`config.mk`:
```
export PLATFORM = sky130hd
export DESIGN_NAME = dmem_arbiter
export DESIGN_NICKNAME = d
export VERILOG_FILES = /design/src/rtl/dmem_arbiter.sv
export SDC_FILE = /design/constraint.sdc
export NUM_CORES = 1
export LEC_CHECK = 0
export ABC_CLOCK_PERIOD_IN_PS = 1800
export CAP_MARGIN = 40
export CORE_AREA = 5 5 114 116
export CTS_BUF_LIST = sky130_fd_sc_hd__clkbuf_8
export DETAILED_ROUTE_END_ITERATION = 8
export DIE_AREA = 0 0 119 121
export PLACE_DENSITY = 0.74
export SYNTH_ARGS = -nofsm -noshare
export SYNTH_HDL_FRONTEND = slang
export SYNTH_SLANG_ARGS = --single-unit
```
`constraint.sdc`:
```
create_clock -name clk -period 1.8 [get_ports clk]
set_clock_uncertainty 0.05 [all_clocks]
set_input_delay 0.45 -clock clk [delete_from_list [all_inputs] [get_ports clk]]
set_output_delay 0.45 -clock clk [all_outputs]
set_load 0.01 [all_outputs]
```
`src/rtl/dmem_arbiter.sv`:
```
// dmem_arbiter: two-port arbiter in front of a 256-word asynchronous-read data memory.
// Port 0 has priority; port 1 is forced through after MAX_WAIT stalled cycles.
`default_nettype none

module dmem_arbiter #(
  parameter int DATA_WIDTH = 32,
  parameter int ADDR_WIDTH = 32,
  parameter int MAX_WAIT   = 4
) (
  input  logic                  clk,
  input  logic                  reset,
  input  logic                  req0_valid,
  input  logic                  req0_we,
  input  logic [ADDR_WIDTH-1:0] req0_addr,
  input  logic [DATA_WIDTH-1:0] req0_wdata,
  output logic                  req0_ready,
  output logic                  rsp0_valid,
  output logic [DATA_WIDTH-1:0] rsp0_rdata,
  output logic                  rsp0_err,
  input  logic                  req1_valid,
  input  logic                  req1_we,
  input  logic [ADDR_WIDTH-1:0] req1_addr,
  input  logic [DATA_WIDTH-1:0] req1_wdata,
  output logic                  req1_ready,
  output logic                  rsp1_valid,
  output logic [DATA_WIDTH-1:0] rsp1_rdata,
  output logic                  rsp1_err,
  output logic                  mem_WE,
  output logic [ADDR_WIDTH-1:0] mem_A,
  output logic [DATA_WIDTH-1:0] mem_WD,
  input  logic [DATA_WIDTH-1:0] mem_RD
);

  localparam logic [3:0] c_max_wait = 4'(MAX_WAIT);

  logic                  gnt0, gnt1, force1, bad0, bad1;
  logic [3:0]            wait1_d, wait1_q;
  logic                  rsp0_valid_d, rsp0_valid_q, rsp0_err_d, rsp0_err_q;
  logic                  rsp1_valid_d, rsp1_valid_q, rsp1_err_d, rsp1_err_q;
  logic [DATA_WIDTH-1:0] rsp0_rdata_d, rsp0_rdata_q, rsp1_rdata_d, rsp1_rdata_q;

  always_comb begin
    bad0   = (req0_addr[1:0] != 2'b00) || (req0_addr[ADDR_WIDTH-1:10] != '0);
    bad1   = (req1_addr[1:0] != 2'b00) || (req1_addr[ADDR_WIDTH-1:10] != '0);
    force1 = req1_valid && (wait1_q == c_max_wait);
    gnt0   = !reset && req0_valid && !force1;
    gnt1   = !reset && req1_valid && (!req0_valid || force1);

    // The counter only grows while port 1 is actively being stalled.
    if (!req1_valid || gnt1) begin
      wait1_d = 4'd0;
    end else begin
      wait1_d = wait1_q + 4'd1;
    end

    mem_WE = 1'b0;
    mem_A  = '0;
    mem_WD = '0;
    if (gnt0) begin
      mem_WE = req0_we && !bad0;
      mem_A  = req0_addr;
      mem_WD = req0_wdata;
    end else if (gnt1) begin
      mem_WE = req1_we && !bad1;
      mem_A  = req1_addr;
      mem_WD = req1_wdata;
    end

    rsp0_valid_d = gnt0;
    rsp0_err_d   = gnt0 && bad0;
    rsp0_rdata_d = (gnt0 && !req0_we && !bad0) ? mem_RD : '0;
    rsp1_valid_d = gnt1;
    rsp1_err_d   = gnt1 && bad1;
    rsp1_rdata_d = (gnt1 && !req1_we && !bad1) ? mem_RD : '0;
  end

  always_ff @(posedge clk) begin
    if (reset) begin
      wait1_q      <= 4'd0;
      rsp0_valid_q <= 1'b0;
      rsp0_err_q   <= 1'b0;
      rsp0_rdata_q <= '0;
      rsp1_valid_q <= 1'b0;
      rsp1_err_q   <= 1'b0;
      rsp1_rdata_q <= '0;
    end else begin
      wait1_q      <= wait1_d;
      rsp0_valid_q <= rsp0_valid_d;
      rsp0_err_q   <= rsp0_err_d;
      rsp0_rdata_q <= rsp0_rdata_d;
      rsp1_valid_q <= rsp1_valid_d;
      rsp1_err_q   <= rsp1_err_d;
      rsp1_rdata_q <= rsp1_rdata_d;
    end
  end

  assign req0_ready = gnt0;
  assign req1_ready = gnt1;
  assign rsp0_valid = rsp0_valid_q;
  assign rsp0_err   = rsp0_err_q;
  assign rsp0_rdata = rsp0_rdata_q;
  assign rsp1_valid = rsp1_valid_q;
  assign rsp1_err   = rsp1_err_q;
  assign rsp1_rdata = rsp1_rdata_q;

endmodule

`default_nettype wire

```
# Word-level counts from Yosys, hierarchy flattened
# Index checks and enable logic that the tools add are counted.
# totals
ff_bits	72
input_bits	166
output_inout_bits	135
word_cells	49
# op_classes
add_sub_neg	1
eq_ne	1
muxes	6
bitwise_logic	2
reduce_logical	32
# op_table
op	count
$mux W32	4
$reduce_bool A22 Y1	2
$logic_and A1 B1 Y1	13
$logic_not A1 Y1	8
$reduce_or A2 Y1	3
$add A4 B1 Y4 const B	1
$eq A4 B3 Y1 const B	1
$logic_or A1 B1 Y1	4
$reduce_bool A2 Y1	2
$mux W1	2
$not A1 Y1	2

# Longest topological paths before layout
# Gate-level depths: netlist of run 1.
# logic_depth
ltp_word	8
ltp_mapped	8
mapped_depth_nobuf	7

# Least setup slack after synthesis of run 1
# No wires, ideal clock.
# synth_timing
path_type	reg2out
startpoint	register wait1_q[0]
endpoint	output mem_A[0]
arrival_ps	1540
required_ps	1300
slack_ps	-240
path_stages_with_launch	9
path_buffers	2
path_cell_list	dfxtp_1 -> inv_1 -> ha_1 -> nand4b_1 -> nand3b_1 -> inv_2 -> buf_2 -> buf_2 -> a22o_1
# synth_via
elab_chain_cells	6
word_cells_on_any_way	8
classes_between	eq/ne (1); mux (2); reduce/logical (5)
# synth_lines
item	line	source
start, declared	37	logic [3:0] wait1_d, wait1_q;
start signal, assigned	87	wait1_q <= wait1_d;
$eq A4 B3 Y1 *	45	force1 = req1_valid && (wait1_q == c_max_wait);
$logic_and A1 B1 Y1 *	45	
$logic_or A1 B1 Y1	47	gnt1 = !reset && req1_valid && (!req0_valid || force1);
$logic_and A1 B1 Y1	47	
$mux W32	63	end else if (gnt1) begin
$mux W32 *	59	if (gnt0) begin
end, declared	29	output logic [ADDR_WIDTH-1:0] mem_A,
# Every way passes the cells marked *; elsewhere a longest branch is shown, timed or not.

# Final worst setup path of run 1
# layout_timing
startpoint	input req0_valid
endpoint	output mem_WE
# layout_via
elab_chain_cells	5
word_cells_on_any_way	7
classes_between	mux (2); reduce/logical (5)
# layout_lines
item	line	source
start, declared	12	input logic req0_valid,
$logic_not A1 Y1	47	
$logic_or A1 B1 Y1	47	
$logic_and A1 B1 Y1	47	
$mux W1	63	
$mux W1 *	59	
end, declared	28	output logic mem_WE,
# Marked as above.

==> out/metrics.csv, run 1 <==
stage,metric,value,unit
clocking,htree_levels,3,
status,failed_checks,negative setup slack,
timing,setup_viol,125,
drt,firstDrtPassIters,4,
clocking,cts_tree,yes,
yosys,synth-seq-cells,72,
floorplanning,die_h,121,um
yosys,yosys_warnings,0,
yosys,syn-instance-count,269,
cells_and_area,syn_to_final_growth,149,%
drt,drc,0,
global_routing,grt_pass1_vias,4208,
drt,drt-total-wl,17700,um
setup_path,worstSetupPathType,in2out,
power,p_comb_frac,0.266,
drt,routed_via_density,4.84,
floorplanning,die_area,14400,um2
place,place_hpwl,11900,um
place,portBuffers,300,
drt,num_vias,3862,
cells_and_area,nNetsFinal,812,
drt,ant_nets,0,
timing,final-max-slew-violation-count,0,
yosys,synthTopCellsByArea,"dfxtp_1 (49%), a22o_1 (19%), and4b_1 (11%)",
setup_path,crit_path_end_kind,primary output,
cells_and_area,final_cell_mix,"clkdlybuf4s50_1 (184), dfxtp_1 (70), a22o_1 (64), buf_2 (49), buf_4 (42)",
clocking,clk_pin_slew,0.07,ns
global_routing,grt_pass1_wl,25000,um
power,seq_power_share,0.430,
setup_path,crit_buf_inv,6,
floorplanning,design.core.area,11800,um2
yosys,yosysTopAreaCell,dfxtp_1,
setup_path,path_cells,clkdlybuf4s50_1 -> buf_4 -> a21oi_4 -> buf_6 -> buf_6 -> buf_16 -> a32o_2 -> buf_6,
timing,fin_crit,2.40,ns
min_path,hp-class,reg2reg,
power,total_power,3720,uW
setup_path,max_stage_delay,0.48,ns
power,clock_power_share,0.304,
floorplanning,start_util,0.251,
yosys,seq_area_frac_synth,0.486,
power,ir_drop,0.000246,V
global_routing,antenna_found_initial,3,
timing,hold_viol,0,
setup_path,crit_path_frequent_cell,buf_6,
floorplanning,die_x,119,um
power,switchingPower,938,uW
setup_path,cp_top_family,buffers and inverters,
clocking,clock_path_buffers,2,
yosys,synth_top_area_frac,0.486,
clocking,insertion_delay,0.35,ns
cells_and_area,drive_above_1_share,0.310,
global_routing,track_usage,0.230,
timing,rsz0062_at_grt,yes,
yosys,synth.distinct_cells,29,
status,status,finished with violations,
floorplanning,rows,40,
power,sw_frac_of_total,0.252,
timing,final.period_utilization,1.33,
timing,hold_ws,0.489,ns
floorplanning,io_pins,301,
yosys,syn_area_per_cell,11.0,um2
yosys,synth_area,2960,um2
power,power_density,503,nW/um2
cells_and_area,final_core_util,0.625,
drt,drtIter0Drc,154,
place,gp_congestion,0.902,
clocking,cts.sinks,72,
cells_and_area,mostFrequentLayoutCell,clkdlybuf4s50_1,
setup_path,arrival,1.90,ns
timing,worst_pin_slew,0.283,ns
global_routing,grt_overflow,0,
drt,drt-wirelength-per-cell,22.2,um
power,leakage,0.00325,uW
run,drv_cap,0,
power,intPower,2780,uW
setup_path,worstPathRequired,1.30,ns
global_routing,grt_max_degree,33,
timing,tns,-39.43,ns
clocking,numCtsBuffers,9,
setup_path,worst_setup_path_start_kind,input port,
timing,worst_slack,-0.602,ns
timing,slew_headroom,0.812,
setup_path,crit_fanout,6,
clocking,ctsRootBufferMaster,clkbuf_8,
timing,fmax,0.416,GHz
yosys,syn_nets,437,
setup_path,crit_slowest_cell,clkdlybuf4s50_1,
worst paths after layout:
kind	end	cells past startpoint	slack, ns	start
min reg2reg	wait1_q[0]	2	0.49	wait1_q[0]
max	mem_WE	8	-0.60	req0_valid
max reg2reg	rsp1_rdata[17]	11	-0.09	wait1_q[0]
min	wait1_q[0]	2	0.49	wait1_q[0]
per-stage QoR:
step / setup slack [ns] / std cells / instance area (um2)
final: -0.602 / 798 / 7380
after global routing: -0.686 / 798 / 7380
after CTS: -0.655 / 794 / 7270
after detailed placement: -1.20 / 736 / 6460
after global placement: -1.21 / 736 / 6460
after floorplan: -0.0657 / 269 / 3070
cell usage after synthesis:
cell and n:
nor2b_1 1, and3_1 1, buf_2 10, xor2_1 1, nand4_1 1, dfxtp_1 72
and2_1 32, nor4_4 1, clkbuf_1 13, nand2_1 3, nand4b_1 1, nand2b_1 1
ha_1 2, a21oi_1 1, nand4_2 1, nor4_1 8, and4b_1 32, nand3_1 1
nor2_1 6, xnor2_1 1, nor3_1 1, a22o_1 64, inv_2 1, buf_6 3
a21oi_2 1, a32o_1 1, nor4_2 4, inv_1 3, nand3b_1 2
tightest hold or removal path, delay by kind of cell, from the launching register on:
family / cells / cell delay [ns]
buffers and inverters: 1 / 0.12
DFF: 1 / 0.34
and+or+nand+nor: 1 / 0.04
power by group through the flow:
stage                     sequential [uW]  clock (uW)  combinational, uW
after floorplan                      1640           0                218
after global placement               1640           0                890
after global routing                 1600        1250               1040
after CTS                            1600        1160                952
after detailed placement             1640           0                892
final                                1600        1130                987
repair_timing:
| item | in CTS | in global routing |
|---|---|---|
| gates resized for setup | 414 | 21 |
| gates cloned | 20 | 4 |
| hold buffers | 0 | 0 |
| buffers inserted | 43 | 2 |
| setup endpoints to repair | 132 | 132 |
| pin swaps | 54 | 40 |
flip-flops by register name (all words and copies together) (netlist names):
signal and cells:
rsp1_valid 1, rsp0_rdata 32, rsp0_valid 1, rsp0_err 1, rsp1_err 1, rsp1_rdata 32, wait1_q 4
metal layers:
metal  vias up  global-route usage  routed length [um]
met5         -                   0                   0
met4         0              0.0876                 565
met3        27              0.0816                1570
met2       217               0.419                9210
met1      1837               0.242                6360
li1       1781                   -                   -
logic make-up after synthesis:
family	after synthesis	synth area share
buffers and inverters	30	0.0498
AND/OR/NAND/NOR	96	0.252
AO/OA/AOI/OAI	67	0.197
flip-flops	72	0.486
XOR/XNOR	2	0.00591
adder cells (fa/ha/maj)	2	0.00844
cell type report:
cell class,count,area [um2]
multi-input combinational,167,1520
clock buffer,11,151
timing repair buffer,390,4040
tap,147,184
inverter,4,17.5
fill,982,4430
sequential,72,1440
clock inverter,4,21.3
antenna,3,7.51
Power figures use the tool's default switching activity.
==> run 2, diff against run 1 <==
--- a/config.mk
+++ b/config.mk
@@ -12,6 +12,7 @@
 export DETAILED_ROUTE_END_ITERATION = 8
 export DIE_AREA = 0 0 119 121
 export PLACE_DENSITY = 0.74
+export SLEW_MARGIN = 5
 export SYNTH_ARGS = -nofsm -noshare
 export SYNTH_HDL_FRONTEND = slang
 export SYNTH_SLANG_ARGS = --single-unit
==> results of run 2 <==
No change in the layout: final DEF, timing and power equal those of run 1.
